$ cat src/rtl/uart_pkg.sv
// Shared UART definitions: FSM state encoding, default baud divisor and parity modes.
// Used by the transmitter today and by the receiver later.
package uart_pkg;

  typedef enum logic [2:0] {
    ST_IDLE   = 3'd0,
    ST_START  = 3'd1,
    ST_DATA   = 3'd2,
    ST_PARITY = 3'd3,
    ST_STOP   = 3'd4
  } uart_state_e;

  localparam int UART_CLKS_115200 = 868;

  localparam logic PARITY_MODE_EVEN = 1'b0;
  localparam logic PARITY_MODE_ODD  = 1'b1;

endpackage

$ cat src/rtl/uart_baud_gen.sv
// Bit-period counter: counts 0..CLKS_PER_BIT-1 while enabled and flags the bit boundary.
// pre_tick fires one cycle ahead of tick so callers can register boundary-aligned outputs.
module uart_baud_gen #(
  parameter int CLKS_PER_BIT = 868
) (
  input  logic clk,
  input  logic rst,
  input  logic clear,
  input  logic enable,
  output logic tick,
  output logic pre_tick
);

  localparam int CNT_W = (CLKS_PER_BIT > 1) ? $clog2(CLKS_PER_BIT) : 1;
  localparam logic [CNT_W-1:0] CNT_LAST = CNT_W'(CLKS_PER_BIT - 1);
  localparam logic [CNT_W-1:0] CNT_PRE  = CNT_W'(CLKS_PER_BIT - 2);

  logic [CNT_W-1:0] cnt_q, cnt_d;

  always_comb begin
    cnt_d = cnt_q;
    if (clear) begin
      cnt_d = '0;
    end else if (enable) begin
      cnt_d = (cnt_q == CNT_LAST) ? '0 : cnt_q + CNT_W'(1);
    end
  end

  always_ff @(posedge clk) begin
    if (rst) begin
      cnt_q <= '0;
    end else begin
      cnt_q <= cnt_d;
    end
  end

  assign tick     = enable && (cnt_q == CNT_LAST);
  assign pre_tick = enable && (cnt_q == CNT_PRE);

endmodule

$ cat src/rtl/uart_tx_frame.sv
// UART transmitter with valid/ready intake: start bit, DATA_BITS LSB-first, optional
// parity, 1 or 2 stop bits. Every output is a flop fed from the next-state logic.
module uart_tx_frame
  import uart_pkg::*;
#(
  parameter int DATA_BITS    = 8,
  parameter int CLKS_PER_BIT = UART_CLKS_115200,
  parameter int PARITY_EN    = 0,
  parameter int PARITY_ODD   = 0,
  parameter int STOP_BITS    = 1
) (
  input  logic                 clk,
  input  logic                 rst,
  input  logic [DATA_BITS-1:0] tx_data,
  input  logic                 tx_valid,
  output logic                 tx_ready,
  output logic                 tx,
  output logic                 busy,
  output logic                 tx_done
);

  localparam int BIT_W = $clog2(DATA_BITS + 1);
  localparam logic [BIT_W-1:0] LAST_DATA = BIT_W'(DATA_BITS - 1);
  localparam logic [BIT_W-1:0] LAST_STOP = BIT_W'(STOP_BITS - 1);
  localparam logic PAR_MODE = (PARITY_ODD != 0) ? PARITY_MODE_ODD : PARITY_MODE_EVEN;

  if (DATA_BITS < 5 || DATA_BITS > 9) begin : g_bad_data_bits
    $error("uart_tx_frame: DATA_BITS must be in 5..9");
  end
  if (CLKS_PER_BIT < 2) begin : g_bad_clks_per_bit
    $error("uart_tx_frame: CLKS_PER_BIT must be >= 2");
  end
  if (PARITY_EN != 0 && PARITY_EN != 1) begin : g_bad_parity_en
    $error("uart_tx_frame: PARITY_EN must be 0 or 1");
  end
  if (PARITY_ODD != 0 && PARITY_ODD != 1) begin : g_bad_parity_odd
    $error("uart_tx_frame: PARITY_ODD must be 0 or 1");
  end
  if (STOP_BITS != 1 && STOP_BITS != 2) begin : g_bad_stop_bits
    $error("uart_tx_frame: STOP_BITS must be 1 or 2");
  end

  uart_state_e          state_q, state_d;
  logic [BIT_W-1:0]     bit_q, bit_d;
  logic [DATA_BITS-1:0] shift_q, shift_d;
  logic                 par_q, par_d;
  logic                 tx_q, tx_d;
  logic                 tx_ready_q, tx_ready_d;
  logic                 busy_q, busy_d;
  logic                 tx_done_q, tx_done_d;
  logic                 hs, tick, pre_tick;

  assign hs = tx_valid && tx_ready_q;

  uart_baud_gen #(
    .CLKS_PER_BIT(CLKS_PER_BIT)
  ) u_baud (
    .clk     (clk),
    .rst     (rst),
    .clear   (hs),
    .enable  (state_q != ST_IDLE),
    .tick    (tick),
    .pre_tick(pre_tick)
  );

  always_comb begin
    state_d = state_q;
    bit_d   = bit_q;
    shift_d = shift_q;
    par_d   = par_q;
    case (state_q)
      ST_IDLE: begin
        if (hs) begin
          state_d = ST_START;
          bit_d   = '0;
          shift_d = tx_data;
          par_d   = (^tx_data) ^ PAR_MODE;
        end
      end
      ST_START: begin
        if (tick) begin
          state_d = ST_DATA;
          bit_d   = '0;
        end
      end
      ST_DATA: begin
        if (tick) begin
          shift_d = shift_q >> 1;
          if (bit_q == LAST_DATA) begin
            bit_d   = '0;
            state_d = (PARITY_EN != 0) ? ST_PARITY : ST_STOP;
          end else begin
            bit_d = bit_q + BIT_W'(1);
          end
        end
      end
      ST_PARITY: begin
        if (tick) begin
          state_d = ST_STOP;
          bit_d   = '0;
        end
      end
      ST_STOP: begin
        if (tick) begin
          if (bit_q == LAST_STOP) begin
            state_d = ST_IDLE;
            bit_d   = '0;
          end else begin
            bit_d = bit_q + BIT_W'(1);
          end
        end
      end
      default: state_d = ST_IDLE;
    endcase

    // Line level is derived from the next state so tx changes on the same edge as state.
    case (state_d)
      ST_START:  tx_d = 1'b0;
      ST_DATA:   tx_d = shift_d[0];
      ST_PARITY: tx_d = par_d;
      default:   tx_d = 1'b1;
    endcase

    tx_ready_d = (state_d == ST_IDLE);
    busy_d     = (state_d != ST_IDLE);
    tx_done_d  = (state_q == ST_STOP) && (bit_q == LAST_STOP) && pre_tick;
  end

  always_ff @(posedge clk) begin
    if (rst) begin
      state_q    <= ST_IDLE;
      bit_q      <= '0;
      tx_q       <= 1'b1;
      tx_ready_q <= 1'b1;
      busy_q     <= 1'b0;
      tx_done_q  <= 1'b0;
    end else begin
      state_q    <= state_d;
      bit_q      <= bit_d;
      tx_q       <= tx_d;
      tx_ready_q <= tx_ready_d;
      busy_q     <= busy_d;
      tx_done_q  <= tx_done_d;
    end
  end

  // Payload registers are only meaningful after a handshake loads them.
  always_ff @(posedge clk) begin
    shift_q <= shift_d;
    par_q   <= par_d;
  end

  assign tx       = tx_q;
  assign tx_ready = tx_ready_q;
  assign busy     = busy_q;
  assign tx_done  = tx_done_q;

endmodule

$ cat config.mk
export PLATFORM = sky130hd
export DESIGN_NAME = uart_tx_frame
export DESIGN_NICKNAME = d
export VERILOG_FILES = /design/src/rtl/uart_pkg.sv /design/src/rtl/uart_baud_gen.sv /design/src/rtl/uart_tx_frame.sv
export SDC_FILE = /design/constraint.sdc
export NUM_CORES = 1
export LEC_CHECK = 0
export ABC_AREA = 1
export BUFFER_PORTS_ARGS = -buffer_cell sky130_fd_sc_hd__buf_2
export CELL_PAD_IN_SITES_DETAIL_PLACEMENT = 1
export CELL_PAD_IN_SITES_GLOBAL_PLACEMENT = 2
export CORE_AREA = 2 2 77 79
export CTS_CLUSTER_SIZE = 8
export DETAILED_ROUTE_END_ITERATION = 16
export DIE_AREA = 0 0 79 81
export GPL_TIMING_DRIVEN = 0
export HOLD_SLACK_MARGIN = 0.02
export PLACE_DENSITY = 0.84
export SYNTH_ARGS = -nofsm -noshare
export SYNTH_HDL_FRONTEND = slang
export SYNTH_SLANG_ARGS = --single-unit
$ cat constraint.sdc
create_clock -name clk -period 1.8 [get_ports clk]
set_input_delay 0 -clock clk [delete_from_list [all_inputs] [get_ports clk]]
set_output_delay 0 -clock clk [all_outputs]
set_load 0.02 [all_outputs]
# Word level (Yosys, flattened, before mapping)
# Index checks and enable logic that the tools add are counted.
# Widths: inputs -> output; s select.
[classes]
muxes = 22
eq_ne = 14
n_reduce_logical = 17
n_addsub = 2
[op_table]
columns = ["operator", "count"]
rows = [
  ["$mux 4", 6],
  ["$mux 3", 7],
  ["$eq 10x10->1 const B", 2],
  ["$mux 8", 2],
  ["$pmux 4 s4", 1],
  ["$pmux 8 s2", 1],
  ["$pmux 3 s5", 1],
  ["$eq 3x2->1 const B", 4],
  ["$add 10x1->10 const B", 1],
  ["$mux 10", 1],
  ["$reduce_xor 8->1", 1],
  ["$eq 3x1->1 const B", 2],
  ["$logic_not 3->1", 2],
  ["$ne 2x2->1 const B", 3],
  ["$reduce_bool 3->1", 2],
  ["$logic_and 1x1->1", 5],
  ["$reduce_and 5->1", 1],
  ["$add 4x1->4 const B", 1],
  ["$eq 4x3->1 const B", 1],
  ["$logic_not 4->1", 1],
  ["$reduce_bool 4->1", 1],
  ["$reduce_or 2->1", 2],
  ["$eq 3x3->1 const B", 1],
  ["$pmux 1 s3", 1],
  ["4 further kinds", 5],
]
[totals]
ff_bits = 30
input_bits = 11
output_inout_bits = 4

# Depth between registers and ports, before layout
[logic_depth]
depth_word = 6
mapped_depth = 10
ltp_nobuf = 10

# Hierarchy
# Synthesis repeated with hierarchy kept, for this count alone.
[unflattened]
cells_unflattened = 250
hier_area_um2 = 1715.4
[by_module_without_submodules]
columns = ["mod", "cells_per_inst", "seq_area_each_um2", "area_per_inst_um2", "n_inst"]
rows = [
  ["uart_tx_frame", 169, 470.5, 1168.6, 1],
  ["uart_baud_gen", 81, 200.2, 546.8, 1],
]

# Least setup slack after synthesis
# OpenSTA, ideal clock, no wires.
[synth_timing]
path_type = "reg2reg"
start = "register u_baud.cnt_q[1]"
end = "register tx_q (netlist: tx)"
path_buffers = 0
arrival_time_ns = 1.359
path_stages_with_launch = 11
setup_time_ns = 0.117
setup_slack_ns = 0.324
required_ns = 1.683
period_less_slack_ns = 1.476
cell_sequence = "dfxtp_1 > ha_1 > nand3_2 > nor2_4 > nand2_4 > nand2_1 > nand3_1 > nand3_1 > nand2_1 > inv_2 > nand3_2"
[synth_via]
elab_chain_cells = 6
elab_cells_between_ends = 13
classes_between = "eq/ne: 4; mux: 8; reduce/logical: 1"
[synth_lines]
columns = ["element", "line", "text"]
rows = [
  ["start: declaration", "uart_baud_gen.sv:18", "logic [CNT_W-1:0] cnt_q, cnt_d;"],
  ["start signal: assignment", "uart_baud_gen.sv:33", "cnt_q <= cnt_d;"],
  ["$eq 10x10->1 *", "uart_baud_gen.sv:37", "assign tick = enable && (cnt_q == CNT_LAST);"],
  ["$logic_and 1x1->1 *", "uart_baud_gen.sv:37", ""],
  ["$mux 3 (on tied branches)", "-", ""],
  ["$pmux 3 s5", "uart_tx_frame.sv:71", "case (state_q)"],
  ["$eq 3x2->1 or $eq 3x1->1 (tied branches)", "uart_tx_frame.sv:117", "case (state_d)"],
  ["$pmux 1 s3 *", "uart_tx_frame.sv:117", ""],
  ["end signal: assignment", "uart_tx_frame.sv:140", "tx_q <= tx_d;"],
  ["end: declaration", "uart_tx_frame.sv:47", "logic tx_q, tx_d;"],
]
# Every way passes the cells marked *; elsewhere a longest branch is shown, timed or not. The select of a mux whose other input is x is not followed.
# A chain may end at the register's enable or synchronous reset.

# Worst setup path in the final report
[layout_timing]
start = "register u_baud.cnt_q[1]"
end = "register tx_ready_q (netlist: tx_ready)"
[layout_via]
elab_chain_cells = 5
elab_cells_between_ends = 8
classes_between = "eq/ne: 1; mux: 5; reduce/logical: 2"
[layout_lines]
columns = ["element", "line", "text"]
rows = [
  ["$eq 10x10->1 *", "uart_baud_gen.sv:37", ""],
  ["$logic_and 1x1->1 *", "uart_baud_gen.sv:37", ""],
  ["$mux 3 (on tied branches)", "-", ""],
  ["$pmux 3 s5 *", "uart_tx_frame.sv:71", ""],
  ["$logic_not 3->1 *", "uart_tx_frame.sv:124", "tx_ready_d = (state_d == ST_IDLE);"],
  ["end signal: assignment", "uart_tx_frame.sv:141", "tx_ready_q <= tx_ready_d;"],
  ["end: declaration", "uart_tx_frame.sv:48", "logic tx_ready_q, tx_ready_d;"],
]
# Every way passes the cells marked *; elsewhere a longest branch is shown, timed or not.

==> results by stage <==
Outcome:
- The flow ran to the end, and the final reports show no timing, DRC or antenna violations.

STA:
- The transition time at the pin with the least slew margin is 0.457 ns.
- Clock skew on the completed layout was measured at 0.00310 ns.
- After routing, the total negative slack on setup checks comes to 0 ns.
- The maximum clock frequency is 615 MHz.
- The worst pin sits at a relative slew slack of 69.4%.
- The total setup violations reported at the end of the flow is 0.
- The number of hold violations in the final report was 0.
- The max-slew violation total from the final report came to 0.
- The final hold slack is 0.0838 ns.
- The clock period could shrink to 1.63 ns.
- Setup repair after global routing left no endpoint under its margin.
- Of the available clock period, the critical path in the final layout requires 90.4%.

Floorplan:
- The number of placed I/O pins is 15.
- The full die area is 6400 um^2.
- The die is 81 um tall.
- For this configuration, the core starts out at a cell density of 32.1%.
- The chip width is 79 um.
- After floorplanning, the core was divided into 28 placement rows.
- In this run the standard cell core region covers 5680 um^2.

Power and ir drop:
- The switching part of the total power is 30.0%.
- Internal power comes to 1090 uW.
- The switching power is 468 uW.
- The clock share of power is 34.1%.
- Across the VDD grid, the largest voltage drop is 0.241 mV.
- The leakage power is 0.000980 uW.
- Power spread over the standard cell area amounts to 747 nW/um^2.
- The combinational fraction of design power is 16.7%.
- The share of total power in sequential cells is 49.2%.

Global route:
- The global-route met3 utilization is 3.00%.
- In the global route stage, met1 resource usage came out at 18.5%.
- The global-route wire length before repair is 7250 um.
- The number of antenna violations at the first check in global routing came to 0.
- The total track usage is 14.5%.
- For this run, global-route usage on met2 was measured as 24.6%.
- The global routing stage identified its most utilized layer as met2.
- Entering global routing, the biggest net connects 11 pins.
- The number of global-route vias before repair is 1552.
- The total congestion overflow after global routing is 0.

Route:
- The post-route antenna net violation count is 0.
- The total length of routed wires is 4170 um.
- The number of iterations in the first detailed-routing pass is 4.
- Summing over every cut layer, the via total after detailed routing is 1639.
- The number of remaining DRC errors is 0.
- The number of DRC markers after the initial detailed-route iteration is 42.
- The per-cell routed wire length is 11.8 um.
- In the routed layout, each cell is associated on average with a via count of 4.66.

Worst hold path:
- The min-delay analysis places its worst path in the category in -> reg.

Synthesis:
- The number of nets produced by synthesis is 270.
- Yosys printed 0 warnings.
- The post-synthesis instance total is 255.
- The share of flip-flops with an asynchronous set or reset after synthesis is 0%.
- The share of the Yosys chip area taken by registers is 36.8%.
- The synthesized design contains 7 enable-type register cells.
- Synthesis inferred 30 register bits.
- A synthesized cell averages 7.14 um^2.
- After synthesis, the largest area contributor takes up 25.3% of total cell area.
- The number of different library cells in the post-synthesis netlist is 38.
- Sorting the synthesized cells by area gives the leading types as sky130_fd_sc_hd__dfxtp_1, sky130_fd_sc_hd__nand2_1, sky130_fd_sc_hd__edfxtp_1.
- The main flop type after synthesis is sky130_fd_sc_hd__dfxtp_1.
- The most area-hungry cell type in the Yosys netlist is sky130_fd_sc_hd__dfxtp_1.
- The post-synthesis instance area is 1820 um^2.

Layout:
- The area of all placed cells without fillers is 2090 um^2.
- In the layout the commonest cells are sky130_fd_sc_hd__nand2_1, sky130_fd_sc_hd__inv_1, sky130_fd_sc_hd__nor2_1, sky130_fd_sc_hd__dfxtp_1, sky130_fd_sc_hd__nand3_1.
- The synthesis-to-finish area growth is 14.8%.
- The ratio of cells with drive above 1 in the final layout is 20.9%.
- The post-route core utilization is 36.8%.
- The most common library cell in the layout ignoring fill and taps is sky130_fd_sc_hd__nand2_1.
- At the end of the flow, the number of nets in the layout was 291.
- The count of antenna diodes in the layout is 0.

Flow run:
- Max-cap violations in this run came to 0.

Clocking:
- The total number of clock tree sinks is 30.
- The clock latency on the worst-skew pair is 0.28 ns.
- Clock-pin slew was measured on the worst setup and hold paths at 0.07 ns.
- The number of H-tree branching levels is 2.
- The buffer type at the clock tree root is sky130_fd_sc_hd__clkbuf_8.
- The clock tree from TritonCTS is built.
- The number of buffers added by the clock tree synthesis step is 5.
- The clock passes through at most 2 buffers.

Worst setup path:
- The startpoint type of the worst setup path is a flop.
- At the worst endpoint, the required time is 1.97 ns.
- In this run the worst path has a maximum fanout of 8.
- The critical path is of the reg -> reg type.
- The sort of element at the end of the critical path is a flop.
- STA puts the critical path data arrival time at 1.79 ns.

Place:
- The post-placement cell area is 1980 um^2.
- Routability-driven placement finished with a final weighted congestion of 0.739.
- Input and output buffers added on the ports amount to 13.
- The detailed placement HPWL is 3310 um.
-- state kept, by name (all words and copies together), names as in the netlist --
signal,cells
bit_q,4
shift_q,8
u_baud.cnt_q,10
tx_done,1
state_q,3
tx,1
par_q,1
tx_ready,1
busy,1
-- critical path, cell delays in order (launching register included) --
cell                      delay (ns)
sky130_fd_sc_hd__dfxtp_2        0.38
sky130_fd_sc_hd__ha_4           0.16
sky130_fd_sc_hd__nand3_2        0.09
sky130_fd_sc_hd__nor2_4         0.21
sky130_fd_sc_hd__nand2_4        0.15
sky130_fd_sc_hd__nor2_8         0.16
sky130_fd_sc_hd__nand2_2        0.06
sky130_fd_sc_hd__nand3_1        0.07
sky130_fd_sc_hd__nand2_1        0.10
sky130_fd_sc_hd__nand2_1        0.08
sky130_fd_sc_hd__nand2_1        0.06
-- metal layers --
layer	share of wire, %	vias to the layer above
met5	0	-
met1	49	755
met3	1.8	5
li1	-	864
met4	1.4	0
met2	48	15
-- stage by stage --
stage          power, uW  setup slack (ns)  cells
5_1_grt             1660            0.0229    352
4_1_cts             1590            0.0605    352
6_report            1560             0.173    352
3_5_place_dp        1050            0.0911    343
2_1_floorplan        968             0.324    255
3_3_place_gp        1040            0.0953    343
-- repair_timing --
item	4_1_cts	5_1_grt
setup endpoints to repair	0	12
hold endpoints to repair	1	0
hold buffers	1	0
setup buffers	0	0
gates resized for setup	0	4
-- area by class of cell --
class,instances,area [um^2]
Inverter,36,136
Clock buffer,5,68.8
Multi-Input combinational cell,187,1010
Tap cell,75,93.8
Sequential cell,30,673
Timing Repair Buffer,14,75.1
Buffer,2,11.3
Clock inverter,3,16.3
Fill cell,745,3590
-- final timing paths --
path,startpoint,cells past startpoint,slack (ns),end
worst min-delay path,tx_data[7],3,0.08,shift_q[7]
worst max-delay path,u_baud.cnt_q[1],10,0.17,tx_ready
worst max register to register,u_baud.cnt_q[1],10,0.17,tx_ready
worst min register to register,bit_q[3],2,0.49,bit_q[3]
-- cell families (layout without fill, tap and decap cells) --
group / Yosys count / after routing / share of synthesized area (%)
xor gates and xnor gates: 2 / 2 / 0.962
AOI/OAI and AO/OA: 32 / 32 / 11.1
DFF: 30 / 30 / 36.8
buffers and inverters: 38 / 60 / 8.11
adders and majority gates: 4 / 4 / 2.75
and+or+nand+nor: 149 / 149 / 40.2
-- power groups by stage --
stage | logic [uW] | registers [uW] | clock network, uW
6_report | 260 | 769 | 532
5_1_grt | 304 | 774 | 586
4_1_cts | 267 | 767 | 553
3_5_place_dp | 263 | 782 | 0
3_3_place_gp | 257 | 781 | 0
2_1_floorplan | 184 | 785 | 0
-- synthesized netlist by cell type, drive strengths merged, types with 2 or more instances --
library cell,instances
nor3,4
xor2,2
nand2,86
a21oi,9
nand4,5
nand3,23
edfxtp,7
nor2,28
dfxtp,23
inv,35
o21ai,17
ha,4
(Power assumes the default switching activity.)
